File: src/rtl/masked_keyadd_pkg.sv
// Shared definitions for the masked key-addition front-end: host order codes,
// controller state encoding and default parameter values.
// No ports; imported by masked_keyadd_engine and share_split.
package masked_keyadd_pkg;

  // Host order codes (2-bit command bus)
  localparam logic [1:0] ORD_KEY   = 2'b00;
  localparam logic [1:0] ORD_DATA  = 2'b01;
  localparam logic [1:0] ORD_RUN   = 2'b10;
  localparam logic [1:0] ORD_ABORT = 2'b11;

  // Default configuration
  localparam int DEF_WIDTH   = 128;
  localparam int DEF_NSHARES = 3;
  localparam int DEF_NROUNDS = 12;
  localparam int DEF_ROT     = 8;

  typedef enum logic [1:0] {
    IDLE = 2'd0,
    RUN  = 2'd1,
    DONE = 2'd2
  } state_e;

endpackage

File: src/rtl/share_split.sv
// Combinational Boolean masking of one WIDTH-bit word into NSHARES shares.
// Ports: data_i (plain word), rnd_i (NSHARES-1 random words, part k in bits
// [k*WIDTH +: WIDTH]), shares_o (share 0 = data ^ all parts, share i = part i-1).
module share_split #(
  parameter int WIDTH   = 128,
  parameter int NSHARES = 3
) (
  input  logic [WIDTH-1:0]               data_i,
  input  logic [(NSHARES-1)*WIDTH-1:0]   rnd_i,
  output logic [NSHARES-1:0][WIDTH-1:0]  shares_o
);

  logic [WIDTH-1:0] acc;

  always_comb begin
    shares_o = '0;
    acc      = data_i;
    for (int i = 1; i < NSHARES; i++) begin
      shares_o[i] = rnd_i[(i-1)*WIDTH +: WIDTH];
      acc         = acc ^ rnd_i[(i-1)*WIDTH +: WIDTH];
    end
    shares_o[0] = acc;
  end

endmodule

File: src/rtl/masked_keyadd_engine.sv
// Masked key-addition engine: key and data held as NSHARES Boolean shares,
// NROUNDS rounds of share-wise key addition with per-round key rotation, then
// recombination into data_out with a one-cycle done pulse.
// Ports: clk, reset (sync, active-low), order (00 key/01 data/10 run/11 abort),
// data_in, rnd (fresh randomness), data_out, busy, done, key_valid.
// Build option: define MASK_REFRESH_EN to re-randomise data shares every round;
// without it rnd is only consumed at loads (recombined result is identical).
module masked_keyadd_engine
  import masked_keyadd_pkg::*;
#(
  parameter int WIDTH   = DEF_WIDTH,
  parameter int NSHARES = DEF_NSHARES,
  parameter int NROUNDS = DEF_NROUNDS,
  parameter int ROT     = DEF_ROT
) (
  input  logic                           clk,
  input  logic                           reset,
  input  logic [1:0]                     order,
  input  logic [WIDTH-1:0]               data_in,
  input  logic [(NSHARES-1)*WIDTH-1:0]   rnd,
  output logic [WIDTH-1:0]               data_out,
  output logic                           busy,
  output logic                           done,
  output logic                           key_valid
);

  localparam int CW = $clog2(NROUNDS + 1);
  localparam int RS = ROT % WIDTH;
  localparam logic [CW-1:0] LAST_RND = CW'(NROUNDS - 1);

  typedef logic [NSHARES-1:0][WIDTH-1:0] shares_t;

  state_e           state_q, state_d;
  shares_t          key_sh_q, key_sh_d;   // key store, untouched by runs
  shares_t          wk_q, wk_d;           // working (rotating) key shares
  shares_t          dat_sh_q, dat_sh_d;
  logic [CW-1:0]    cnt_q, cnt_d;
  logic [WIDTH-1:0] data_out_q, data_out_d;
  logic             done_q, done_d;
  logic             key_valid_q, key_valid_d;
  logic             data_valid_q, data_valid_d;

  shares_t          split_sh;
  shares_t          rf;                   // per-round refresh masks
  logic [WIDTH-1:0] recomb;

  // One splitter serves both key and data loads: only one load per cycle.
  share_split #(
    .WIDTH   (WIDTH),
    .NSHARES (NSHARES)
  ) u_split (
    .data_i   (data_in),
    .rnd_i    (rnd),
    .shares_o (split_sh)
  );

  // Rotate through a doubled word so ROT==0 needs no special case.
  function automatic logic [WIDTH-1:0] rotl(input logic [WIDTH-1:0] x);
    logic [2*WIDTH-1:0] t;
    t = {x, x} << RS;
    return t[2*WIDTH-1 -: WIDTH];
  endfunction

  // Refresh masks XOR to zero across shares, so the secret is unchanged.
  always_comb begin
    rf = '0;
`ifdef MASK_REFRESH_EN
    for (int i = 1; i < NSHARES; i++) begin
      rf[i] = rnd[(i-1)*WIDTH +: WIDTH];
      rf[0] = rf[0] ^ rnd[(i-1)*WIDTH +: WIDTH];
    end
`endif
  end

  always_comb begin
    recomb = '0;
    for (int i = 0; i < NSHARES; i++) recomb = recomb ^ dat_sh_q[i];
  end

  always_comb begin
    state_d      = state_q;
    key_sh_d     = key_sh_q;
    wk_d         = wk_q;
    dat_sh_d     = dat_sh_q;
    cnt_d        = cnt_q;
    data_out_d   = data_out_q;
    done_d       = 1'b0;
    key_valid_d  = key_valid_q;
    data_valid_d = data_valid_q;

    case (state_q)
      IDLE: begin
        case (order)
          ORD_KEY: begin
            key_sh_d    = split_sh;
            key_valid_d = 1'b1;
          end
          ORD_DATA: begin
            dat_sh_d     = split_sh;
            data_valid_d = 1'b1;
          end
          ORD_RUN: begin
            if (key_valid_q && data_valid_q) begin
              wk_d    = key_sh_q;
              cnt_d   = '0;
              state_d = RUN;
            end
          end
          default: ;
        endcase
      end
      RUN: begin
        if (order == ORD_ABORT) begin
          dat_sh_d     = '0;
          wk_d         = '0;
          data_valid_d = 1'b0;
          cnt_d        = '0;
          state_d      = IDLE;
        end else begin
          for (int i = 0; i < NSHARES; i++) begin
            dat_sh_d[i] = dat_sh_q[i] ^ wk_q[i] ^ rf[i];
            wk_d[i]     = rotl(wk_q[i]);
          end
          cnt_d = cnt_q + CW'(1);
          if (cnt_q == LAST_RND) state_d = DONE;
        end
      end
      DONE: begin
        data_out_d   = recomb;
        done_d       = 1'b1;
        data_valid_d = 1'b0;
        state_d      = IDLE;
      end
      default: state_d = IDLE;
    endcase
  end

  always_ff @(posedge clk) begin
    if (!reset) begin
      state_q      <= IDLE;
      key_sh_q     <= '0;
      wk_q         <= '0;
      dat_sh_q     <= '0;
      cnt_q        <= '0;
      data_out_q   <= '0;
      done_q       <= 1'b0;
      key_valid_q  <= 1'b0;
      data_valid_q <= 1'b0;
    end else begin
      state_q      <= state_d;
      key_sh_q     <= key_sh_d;
      wk_q         <= wk_d;
      dat_sh_q     <= dat_sh_d;
      cnt_q        <= cnt_d;
      data_out_q   <= data_out_d;
      done_q       <= done_d;
      key_valid_q  <= key_valid_d;
      data_valid_q <= data_valid_d;
    end
  end

  assign busy      = (state_q == RUN);
  assign done      = done_q;
  assign data_out  = data_out_q;
  assign key_valid = key_valid_q;

endmodule

File: config.mk
export PLATFORM = sky130hd
export DESIGN_NAME = masked_keyadd_engine
export DESIGN_NICKNAME = d
export VERILOG_FILES = /design/src/rtl/masked_keyadd_pkg.sv /design/src/rtl/share_split.sv /design/src/rtl/masked_keyadd_engine.sv
export SDC_FILE = /design/constraint.sdc
export NUM_CORES = 2
export LEC_CHECK = 0
export ABC_CLOCK_PERIOD_IN_PS = 2200
export BUFFER_PORTS_ARGS = -buffer_cell sky130_fd_sc_hd__buf_4
export CAP_MARGIN = 40
export CELL_PAD_IN_SITES_DETAIL_PLACEMENT = 1
export CELL_PAD_IN_SITES_GLOBAL_PLACEMENT = 1
export CORE_MARGIN = 2
export CORE_UTILIZATION = 31
export DETAILED_ROUTE_END_ITERATION = 10
export GPL_TIMING_DRIVEN = 0
export PLACE_DENSITY_LB_ADDON = 0.1
export SYNTH_ARGS = -nofsm -noshare
export SYNTH_HDL_FRONTEND = slang
export SYNTH_SLANG_ARGS = --single-unit
File: constraint.sdc
create_clock -name clk -period 2.2 [get_ports clk]
set_clock_uncertainty 0.15 [all_clocks]
set_input_delay 0.11 -clock clk [delete_from_list [all_inputs] [get_ports clk]]
set_output_delay 0.11 -clock clk [all_outputs]
set_load 0.01 [all_outputs]
==> impl_results.md <==
- Status: complete, but fails checks
- Failing checks: setup timing
- Highest clock rate: a little over 0.4 GHz
- DR vias: 59859
- Final Hold Viols: 0
- Clock tree from TritonCTS: built
- First-pass GRT wire length: 427000 um
- Hold Path Class: in2reg
- Sum of net half-perimeters after detailed placement: ~220000 um
- Synth area leaders: sky130_fd_sc_hd__dfxtp_1, sky130_fd_sc_hd__xnor2_1, sky130_fd_sc_hd__nand2_1
- Number of synthesized flops with an enable pin: 0
- Number of maximum-capacitance violations: 0
- Area share of the largest cell type after synthesis: between 40 and 50%
- Worst Slack Setup Final: -0.220 ns
- Fraction of registers with async set or reset after synthesis: 0%
- Largest family of logic cells by synthesized area: compound AO/OA/AOI/OAI gates
- Area occupied by multi-input gates: ~33000 um2
- Total die area: about 200000 um2
- Maximum number of pins on one net before global-route repair: 17
- Yosys warns: 0
- Clk root buf: sky130_fd_sc_hd__clkbuf_16
- Number of nets in the finished design: 8684
- Via count of the first global-routing pass: 60633
- Std-Cell Rows: ~160
- Share of total power in the clock network: 38.5%
- Placeable Area: 192000 um2
- Post-Synth XOR/XNOR Area: between 7 and 8%
- Number of distinct library cells after synthesis: 42
- Initial antenna violation count: 17
- Pin slew with the least headroom to its limit: roughly 0.87 ns
- Slowest library cell on the worst path: sky130_fd_sc_hd__dfxtp_4
- Crit path capture type: flop
- Global route overflow: 0
- Sequential share of power: 38.0%
- Number of cells produced by synthesis: around 6900
- Post-synthesis instance area: roughly 60000 um2
- Post-route minimum period: 2.42 ns
- Worst setup path class: reg2reg
- Detail-routed via count per cell: roughly 5.5
- Post-route clock period utilization: 110%
- Placed insts: approximately 9900
- Sequential element share of the synthesized area: 43.0%
- Clock latency of the later-clocked register in the worst-skew pair: roughly 0.82 ns
- Iteration count of the initial detailed-routing pass: 6
- Comb pwr share: 23.5%
- Antenna Nets Post-Route: 0
- Synth Area in Simple Gates: between 10% and 20%
- Global-route usage over all layers: ~30%
- Max-Slew Margin vs Limit: between 40 and 50%
- Crit-path max FO: 10
- Initial standard-cell utilization of the core: between 30% and 40%
- Final Setup Violations: approximately 760
- Mean post-synth cell area: 8.75 um2
- Area fraction in compound gates after synthesis: around 26%
- Filler-free cell count of the finished design: between 10000 and 15000
- Worst hold slack across all endpoints: between 0.04 and 0.05 ns
- Largest area contributor in the synthesized netlist: sky130_fd_sc_hd__dfxtp_1
- Net Sw Power: approximately 0.023 W
- Signal arrival time at the worst endpoint: between 2 and 3 ns
- Number of top-level pins: 519
- Number of pins exceeding their max-slew limit in the final report: 0
- Setup repair after global routing missed its margin: yes
- Post-synthesis share of cell area spent on full adders, half adders and majority gates: less than 1%
- Number of DRC violations after detailed routing: 0
- Ratio of cells with drive above 1 in the final layout: between 15 and 20%
- Sw Ratio: roughly a third
- Routed Wire Length: ~300000 um
- Multiplexer share of the synthesized area: 2.19%
- Filler Cell Count: between 20000 and 25000
- Iteration-0 DRC Markers: 4092
- Delay contributed by the slowest stage of the critical path: approximately 0.37 ns
- Clock slew at reported path FFs: around 0.060 ns
- Pwr dens: roughly 800 nW/um2
- Number of port buffers: 517
- Area Growth Syn to Fin: 41.8%
- RePlAce Congestion: between 0.8 and 0.9
- Mapped Nets: 7251
- Data required time at the worst endpoint: 2.73 ns
- Floorplan die width: 444 um
- Critical path cell sequence: inv_4 > ha_4 > nand2b_4 > o32a_1 > buf_12 > bufbuf_16 > buf_6 > a221oi_1 > nor3b_1
- Clock buffer depth: 3
- Internal power consumption: 0.0472 W
- Flip-flop and latch count after synthesis: around 1300
- Clock net sink count: roughly 1300
- CTS Buf Count: around 160
- Floorplan die height: ~440 um
- Detailed-route wire length per cell: 27.6 um
- Maximum level of the CTS H-tree: 4
- Dominant register cell in the synthesized netlist: sky130_fd_sc_hd__dfxtp_1
- Leakage power total: ~30 nW
- Sort of element at the start of the critical path: flop
- Storage cell area: 25800 um2
- Peak VDD IR: slightly below 0.0006 V
## area by class of cell
type                    count  area share, %
diodes                      9         0.0265
plain buffers             635           5.79
clock buffers             245           5.69
clock inverters            38          0.507
inverters                 135          0.613
multi-input cells        4791           38.7
flip-flops and latches   1289           30.3
well taps                2526           3.71
repair buffers           1280           14.6
## power by group through the flow
stage	combinational, W	sequential (W)	clock (W)
global route	0.0174	0.0267	0.0283
CTS	0.0150	0.0265	0.0273
detailed placement	0.0129	0.0269	0
global placement	0.0124	0.0269	0
floorplan	0.00720	0.0262	0
finish	0.0165	0.0266	0.0270
## per-layer routing
layer	track usage [%]	up-vias	share of wire (%)
met3	3.53	429	4.9
met2	49.8	1674	48
met4	10.1	4	3.8
li1	-	27544	-
met1	38.0	30208	43
met5	0	-	0.0079
## worst paths after layout
check,depth (start not counted),endpoint,slack [ns],from
max,9,wk_q[173],-0.22,state_q[0]
min,4,dat_sh_q[204],0.04,rnd[76]
min reg2reg,2,key_sh_q[346],0.31,key_sh_q[346]
max reg2reg,9,wk_q[173],-0.22,state_q[0]
## stage by stage
| stage | setup TNS (ns) | total power (W) | util (%) | worst slack (ns) | cell area (um2) |
|---|---|---|---|---|---|
| floorplan | 0 | 0.0334 | - | 0.0543 | 60000 |
| global placement | -1815.10 | 0.0393 | 34.9 | -2.30 | 67100 |
| detailed placement | -1046.35 | 0.0398 | 35.3 | -1.28 | 67800 |
| CTS | -81.56 | 0.0688 | 42.7 | -0.159 | 82200 |
| global route | -91.63 | 0.0724 | 44.2 | -0.218 | 85100 |
| finish | -47.39 | 0.0700 | 44.2 | -0.220 | 85100 |
## synth_stat cells (2+ instances only)
cell type / instances
sky130_fd_sc_hd__nand3b_1: 2
sky130_fd_sc_hd__nand4b_1: 2
sky130_fd_sc_hd__xnor2_1: 514
sky130_fd_sc_hd__a32o_1: 256
sky130_fd_sc_hd__nor2_1: 388
sky130_fd_sc_hd__nand2_1: 1158
sky130_fd_sc_hd__inv_1: 134
sky130_fd_sc_hd__o21ai_0: 490
sky130_fd_sc_hd__nor3b_1: 385
sky130_fd_sc_hd__o2bb2ai_1: 256
sky130_fd_sc_hd__o21ai_1: 24
sky130_fd_sc_hd__buf_4: 2
sky130_fd_sc_hd__and2_1: 2
sky130_fd_sc_hd__and3_1: 2
sky130_fd_sc_hd__a221oi_1: 384
sky130_fd_sc_hd__dfxtp_1: 1289
sky130_fd_sc_hd__ha_1: 6
sky130_fd_sc_hd__a21oi_1: 132
sky130_fd_sc_hd__buf_2: 221
sky130_fd_sc_hd__a32oi_1: 128
sky130_fd_sc_hd__clkbuf_1: 380
sky130_fd_sc_hd__mux2i_1: 130
sky130_fd_sc_hd__a22oi_1: 2
sky130_fd_sc_hd__buf_1: 39
sky130_fd_sc_hd__a21boi_0: 385
sky130_fd_sc_hd__nor2b_1: 130
## critical path, delay by kind of cell, from the launching register on
kind            cells  cell delay [ns]
compound gates      2             0.59
fa+ha+maj           1             0.20
buf+inv             4             0.75
flops               1             0.37
simple gates        2             0.19
## flip-flops by register name, indices dropped and copies added (netlist names)
signal,cells
key_valid,1
dat_sh_q,384
state_q,2
wk_q,384
data_valid_q,1
data_out,128
done,1
key_sh_q,384
cnt_q,4
## timing repair
item                                    in CTS  in global routing
buffers inserted                            25                 15
hold buffers                               658                  0
endpoints found under the hold margin      776                  0
endpoints found under the setup margin    1271               1233
pin swaps                                    7                 51
cloned                                       4                 24
resized for setup                          662                695
## logic make-up after synthesis
logic type | after synthesis
buf+inv | 777
xor+xnor | 514
compound gates | 2064
mux | 131
simple gates | 2076
fa+ha+maj | 6
flops | 1289
## cells in the final DEF, fill, tap and decap left out, types with 52 or more instances in the layout
cell                            synthesis  routed
sky130_fd_sc_hd__buf_6                  0      83
sky130_fd_sc_hd__a221oi_1             384     185
sky130_fd_sc_hd__nor2b_1              130     129
sky130_fd_sc_hd__clkbuf_2               0     117
sky130_fd_sc_hd__nand2_1             1158    1139
sky130_fd_sc_hd__clkbuf_1             380     185
sky130_fd_sc_hd__inv_1                134     131
sky130_fd_sc_hd__dlygate4sd3_1          0     658
sky130_fd_sc_hd__nor2_1               388     387
sky130_fd_sc_hd__buf_4                  2     595
sky130_fd_sc_hd__buf_2                221      75
sky130_fd_sc_hd__o21ai_0              490     483
sky130_fd_sc_hd__clkbuf_4               0      64
sky130_fd_sc_hd__a32o_1               256     255
sky130_fd_sc_hd__dfxtp_1             1289    1287
sky130_fd_sc_hd__a21boi_0             385     374
sky130_fd_sc_hd__a221oi_2               0     184
sky130_fd_sc_hd__xnor2_1              514     514
sky130_fd_sc_hd__buf_12                 0      52
sky130_fd_sc_hd__clkbuf_8               0      60
sky130_fd_sc_hd__mux2i_1              130     130
sky130_fd_sc_hd__a32oi_1              128     127
sky130_fd_sc_hd__o2bb2ai_1            256     229
sky130_fd_sc_hd__a21oi_1              132     124
sky130_fd_sc_hd__clkbuf_16              0     187
sky130_fd_sc_hd__nor3b_1              385     360
Power figures use the tool's default switching activity.
